**config.mk**
```make
export PLATFORM = sky130hd
export DESIGN_NAME = mem_arbiter
export DESIGN_NICKNAME = d
export VERILOG_FILES = /design/src/rtl/mem_arbiter.sv
export SDC_FILE = /design/constraint.sdc
export NUM_CORES = 1
export LEC_CHECK = 0
export CORE_ASPECT_RATIO = 0.75
export CORE_MARGIN = 4
export CORE_UTILIZATION = 40
export CTS_CLUSTER_SIZE = 14
export DETAILED_ROUTE_END_ITERATION = 10
export PLACE_DENSITY = 0.81
export SYNTH_ARGS = -nofsm -noshare
export SYNTH_HDL_FRONTEND = slang
export SYNTH_SLANG_ARGS = --single-unit
export TNS_END_PERCENT = 50
```
**constraint.sdc**
```tcl
create_clock -name clk_i -period 2.2 [get_ports clk_i]
set_input_delay 0.44 -clock clk_i [delete_from_list [all_inputs] [get_ports clk_i]]
set_output_delay 0.44 -clock clk_i [all_outputs]
set_load 0.03 [all_outputs]
```
**src/rtl/mem_arbiter.sv**
```systemverilog
// mem_arbiter: serializes instruction-fetch and data load/store requests onto
// one shared memory port. Data wins contention unless fetch has been passed
// over MAX_WAIT times in a row. Every access is a fixed IDLE->ISSUE->WAIT
// sequence sized for a synchronous-read RAM.
module mem_arbiter #(
    parameter int DATA_WIDTH = 32,
    parameter int MAX_WAIT   = 4
) (
    input  logic                  clk_i,
    input  logic                  rst_n_i,
    input  logic                  f_req_i,
    input  logic [DATA_WIDTH-1:0] f_addr_i,
    output logic                  f_gnt_o,
    output logic                  f_rvalid_o,
    input  logic                  d_req_i,
    input  logic                  d_we_i,
    input  logic [DATA_WIDTH-1:0] d_addr_i,
    input  logic [DATA_WIDTH-1:0] d_wdata_i,
    output logic                  d_gnt_o,
    output logic                  d_rvalid_o,
    output logic [DATA_WIDTH-1:0] rdata_o,
    output logic                  busy_o,
    output logic                  mem_we_o,
    output logic [DATA_WIDTH-1:0] mem_addr_o,
    output logic [DATA_WIDTH-1:0] mem_wdata_o,
    input  logic [DATA_WIDTH-1:0] mem_rdata_i
);

    typedef enum logic [1:0] {
        IDLE  = 2'd0,
        ISSUE = 2'd1,
        WAIT  = 2'd2
    } state_t;

    localparam logic [3:0] MAX_WAIT_C = 4'(MAX_WAIT);

    state_t     state_reg, state_next;
    logic [3:0] starve_reg, starve_next;
    logic       owner_reg;      // 1 = current access belongs to the data port
    logic       win_d, win_f;

    // State and starvation counter registers
    always_ff @(posedge clk_i or negedge rst_n_i) begin
        if (!rst_n_i) begin
            state_reg  <= IDLE;
            starve_reg <= 4'd0;
        end else begin
            state_reg  <= state_next;
            starve_reg <= starve_next;
        end
    end

    // Next-state, arbitration decision and starvation counter update
    always_comb begin
        state_next  = state_reg;
        starve_next = starve_reg;
        win_d       = 1'b0;
        win_f       = 1'b0;
        case (state_reg)
            IDLE: begin
                // Fetch is forced only when it is actually waiting and has
                // been passed over MAX_WAIT consecutive times.
                if (d_req_i && !(f_req_i && (starve_reg == MAX_WAIT_C))) begin
                    win_d = 1'b1;
                end else if (f_req_i) begin
                    win_f = 1'b1;
                end
                if (win_d || win_f) begin
                    state_next = ISSUE;
                end
                if (!f_req_i || win_f) begin
                    starve_next = 4'd0;
                end else if (win_d && (starve_reg != 4'hF)) begin
                    starve_next = starve_reg + 4'd1;
                end
            end
            ISSUE:   state_next = WAIT;
            WAIT:    state_next = IDLE;
            default: state_next = IDLE;
        endcase
    end

    // Registered grant pulses, memory request lines and read-data capture
    always_ff @(posedge clk_i or negedge rst_n_i) begin
        if (!rst_n_i) begin
            f_gnt_o     <= 1'b0;
            d_gnt_o     <= 1'b0;
            f_rvalid_o  <= 1'b0;
            d_rvalid_o  <= 1'b0;
            mem_we_o    <= 1'b0;
            mem_addr_o  <= '0;
            mem_wdata_o <= '0;
            rdata_o     <= '0;
            owner_reg   <= 1'b0;
        end else begin
            f_gnt_o    <= win_f;
            d_gnt_o    <= win_d;
            f_rvalid_o <= 1'b0;
            d_rvalid_o <= 1'b0;
            // Write enable lives only in ISSUE; it is set on a data win below.
            mem_we_o   <= 1'b0;
            if (win_d) begin
                mem_addr_o  <= d_addr_i;
                mem_wdata_o <= d_wdata_i;
                mem_we_o    <= d_we_i;
                owner_reg   <= 1'b1;
            end else if (win_f) begin
                mem_addr_o  <= f_addr_i;
                owner_reg   <= 1'b0;
            end
            // RAM output is valid during WAIT; writes complete the same way.
            if (state_reg == WAIT) begin
                rdata_o    <= mem_rdata_i;
                d_rvalid_o <= owner_reg;
                f_rvalid_o <= !owner_reg;
            end
        end
    end

    assign busy_o = (state_reg != IDLE);

endmodule

```
; Yosys cells after proc, flatten, opt, wreduce, memory -nomap -nowiden
; Cells that the tools add are included.
[word_totals]
inputBits = 133
wordCells = 48
out_inout_bits = 102
register_bits = 108
[classes]
n_mux = 18
addsub = 1
eq_ne = 5
n_reduce_logical = 13
[op_table]
columns = op, n
row1 = two-way mux 32 bit, 2
row2 = two-way mux 1 bit, 12
row3 = two-way mux 4 bit, 2
row4 = nonzero test 2 bit, 3
row5 = "adder 4 x 1 -> 4 bit, second input constant", 1
row6 = "equality test 4 x 3 -> 1 bit, second input constant", 1
row7 = "!= test 4 bit, second input constant", 1
row8 = case mux 2 bit (2 select lines), 1
row9 = logical AND 1 bit, 3
row10 = logical NOT 1 bit, 3
row11 = "equality test 2 x 1 -> 1 bit, second input constant", 1
row12 = "equality test 2 bit, second input constant", 1
row13 = logical NOT 2 bit, 1
row14 = logical OR 1 bit, 2
row15 = two-way mux 2 bit, 1
row16 = "!= test 2 bit, second input constant", 1
row17 = AND reduction 2 bit, 1

; Logic depth before layout (Yosys ltp)
[depth]
depth_word = 9
depth_mapped = 7
depth_no_buf = 6

; Least setup slack after synthesis
; No wires, ideal clock.
[synth_timing]
kind = register to register
startpoint = register starve_reg[0]
endpoint = register mem_wdata_o[10]
n_path_buf = 1
t_arrival_ps = 1611
setup_time_ps = 125
required_ps = 2075
synth_period_minus_slack_ps = 1736
slack_ps = 464
stages_incl_launch_ff = 8
cell_sequence = dfrtp_1 inv_1 ha_1 and3b_1 a21boi_4 nand2_4 buf_6 mux2_4
[synth_via]
elab_chain_cells = 7
[synth_lines]
columns = element, line_no
row1 = from (decl), 38  ; logic [3:0] starve_reg, starve_next;
row2 = from (signal assigned), 49  ; starve_reg <= starve_next;
row3 = equality test 4 x 3 -> 1 bit, 63  ; if (d_req_i && !(f_req_i && (starve_reg == MAX_WAIT_C))) begin
row4 = logical AND 1 bit, 63
row5 = logical NOT 1 bit, 63
row6 = logical AND 1 bit, 63
row7 = two-way mux 1 bit, 63
row8 = two-way mux 1 bit (2 in a row), 59  ; case (state_reg)
row9 = to (signal assigned), 104  ; mem_wdata_o <= d_wdata_i;
row10 = to (decl), 25  ; output logic [DATA_WIDTH-1:0] mem_wdata_o,
; Every way passes these cells. The select of a mux whose other input is x is not followed.
; A chain may end at the register's enable or synchronous reset.

; Worst setup path in the final report
[layout_timing]
startpoint = register starve_reg[0]
endpoint = register mem_wdata_o[21]
; The elaborated chain is that of the path after synthesis.

==> impl_metrics.py <==
metrics = {
    "sta": {
        "worstMarginPinSlew_ns": 0.581,
        "max_freq_ghz": 0.520,
        "final.setup.tns_ns": 0,
        "finalHoldViolCount": 0,
        "grt_setup_unrepaired": "no",
        "period_share_pct": 87.4,
        "finalSetupViolCount": 0,
        "slew_headroom_pct": 61.3,
        "fin_skew_ns": 0.0101,
        "finalMaxSlewViolations": 0,
        "period_needed_ns": 1.92,
    },
    "routing": {
        "vias": 3671,
        "ant_nets": 0,
        "via_per_inst": 4.93,
        "drcViolationCount": 0,
        "drt-total-wl_um": 12700,
        "drtPass1Iterations": 4,
        "drt_iter0_drc": 148,
        "wl_per_cell_um": 17.1,
    },
    "synth": {
        "synth-async-reset-ratio_pct": 100,
        "synth_top_cell_by_area": "dfrtp_1",
        "ys_seq_elements": 108,
        "synth_common_cells": "dfrtp_1 (108), nor2_1 (101), mux2_2 (36)",
        "yosysMostFrequentCell": "dfrtp_1",
        "yosys.area.top_type_share_pct": 59.6,
        "avgSynthCellArea_um2": 12.4,
        "synth.net_count": 501,
        "synth_flop_cell": "dfrtp_1",
        "synth_area_leaders": "dfrtp_1 (60%), mux2_4 (9.3%), mux2_2 (8.9%), nor2_1 (8.4%), a221oi_1 (6.2%)",
        "yosysWarningCount": 0,
        "ys_types": 27,
        "synthCells": 366,
        "netlist_area_um2": 4540,
        "yosysSeqAreaShare_pct": 59.6,
        "synth_edf_count": 0,
    },
    "cts": {
        "clkLatencyLatePin_ns": 0.34,
        "cts_sinks": 108,
        "clock-root-buffer": "clkbuf_16",
        "hold_buffers": 0,
        "tritoncts": "built",
        "clk_pin_slew_ns": 0.07,
        "post_cts_resized": 0,
        "clock_path_buffers": 2,
        "htreeDepth": 3,
        "post-cts-setup-buffers": 0,
        "cts_buffers": 9,
    },
    "critical_path": {
        "crit_fanout": 12,
        "r2r-end": "mem_wdata_o[21]",
        "path_class": "reg2reg",
        "crit_start": "starve_reg[0]",
        "r2r_start": "starve_reg[0]",
        "r2r_slack_ns": 0.28,
        "required_ns": 2.42,
        "cp.arrival_ns": 2.14,
        "rr_worst_depth": 7,
        "crit_end": "mem_wdata_o[21]",
        "cp-start-kind": "flip-flop",
        "end_kind": "flip-flop",
    },
    "placement": {
        "io_buffers": 234,
        "gp_congestion": 0.816,
        "place_area_um2": 7090,
        "dp_hpwl_um": 9790,
    },
    "run_status": {
        "status": "finished clean",
    },
    "finish": {
        "num_antenna_cells": 0,
        "design_area_um2": 7400,
        "fillers": 791,
        "drive_gt1_share_pct": 16.5,
        "reg.largest.list": "mem_addr_o (32), mem_wdata_o (32), rdata_o (32)",
        "nNetsFinal": 735,
        "area_delta_synth_final_pct": 63.0,
    },
    "pwr": {
        "power.internal_mw": 6.86,
        "switching_share_pct": 40.9,
        "switchingPower_mw": 4.75,
        "seq_power_share_pct": 30.2,
        "p_leak_nw": 3.16,
        "comb_power_share_pct": 55.6,
        "power.density_nw_per_um2": 1570,
        "max-vdd-ir-drop_uv": 836,
        "pwr-share-clk_pct": 14.2,
    },
    "floorplanning": {
        "dieArea_um2": 13100,
        "initial_core_util_pct": 41.2,
        "fp.dieH_um": 100,
        "dieWidth_um": 131,
        "num_io_pins": 235,
        "std_cell_rows": 33,
        "core-area_um2": 11000,
    },
    "global_route": {
        "grt_pass1_vias": 3995,
        "grtUsageTotal_pct": 19.4,
        "grt_pass1_wl_um": 20000,
        "antenna_found_initial": 0,
        "grt_max_degree": 65,
        "grt_remaining_overflow": 0,
    },
    "worst_hold_path": {
        "hp-class": "in2async",
    },
    "job": {
        "maxCapViolations": 0,
    },
}
## layout make-up
type                            instances  area, µm²  share of cell area [%]
Sequential cell                       108       2700                    36.5
Inverter                                6       22.5                   0.304
Clock buffer                           10        239                    3.23
Clock inverter                          6       72.6                   0.981
Timing Repair Buffer                  246       2490                    33.7
Multi-Input combinational cell        229       1700                    22.9
Tap cell                              140        175                    2.37
## power by group through the flow
stage          Sequential (mW)  Combinational, mW  Clock (mW)
4_1_cts                   3.51               6.53        1.69
2_1_floorplan             5.29               2.02           0
3_5_place_dp              3.53               6.52           0
3_3_place_gp              3.48               6.39           0
6_report                  3.50               6.46        1.65
5_1_grt                   3.63               6.85        1.80
## cell families (layout without fill, tap and decap cells)
family	after synthesis	after routing	synth area share, %
AND/OR/NAND/NOR	121	121	10.9
flip-flops	108	108	59.6
multiplexers	64	64	18.2
AO/OA/AOI/OAI	42	42	7.69
buffers and inverters	29	268	3.14
adder cells (fa/ha/maj)	2	2	0.551
## stage by stage
step | setup WS, ns | hold slack, ns | instances | total power [mW] | utilization, %
global route | 0.231 | 0.0412 | 745 | 12.3 | 67.1
CTS | 0.281 | 0.0263 | 745 | 11.7 | 67.1
detailed placement | 0.157 | 0.394 | 729 | 10.0 | 64.3
global placement | 0.216 | 0.390 | 729 | 9.88 | 64.3
floorplan | 0.464 | 0.144 | 366 | 7.31 | -
finish | 0.278 | 0.0314 | 745 | 11.6 | 67.1
## critical path: stages, from the launching register on
cell and delay, ns:
dfrtp_1 0.42, inv_1 0.06, ha_1 0.20, and3b_1 0.22, a21boi_4 0.20, nand2_4 0.17, buf_12 0.22, mux2_4 0.30
## cells in the final DEF, fill, tap and decap left out, drive strengths merged, types with 2 or more instances in the layout
cell type,n
a21boi,2
a21oi,4
o21ai,3
mux2,64
nand2,7
inv,7
nand3,4
nor2,103
clkdlybuf4s50,232
clkinvlp,3
buf,14
a221oi,32
dfrtp,108
clkbuf,10
ha,2
## per-layer routing
layer | global-route usage (%) | up-vias | part of all wire, % | wire (µm)
li1 | - | 1737 | - | -
met1 | 23.5 | 1763 | 41 | 5240
met2 | 32.6 | 162 | 49 | 6190
met3 | 7.23 | 9 | 9.3 | 1190
met4 | 4.98 | 0 | 0.88 | 112
met5 | 0 | - | 0 | 0
## how the worst min path moves through the flow
stage / startpoint / end / slack [ns]
floorplan: rst_n_i / d_gnt_o / 0.14
global placement: rst_n_i / rdata_o[25] / 0.39
detailed placement: rst_n_i / rdata_o[30] / 0.39
CTS: rst_n_i / d_rvalid_o / 0.03
global route: rst_n_i / mem_addr_o[29] / 0.04
finish: rst_n_i / mem_addr_o[29] / 0.03
No activity file was read; power rests on OpenSTA's default activity.
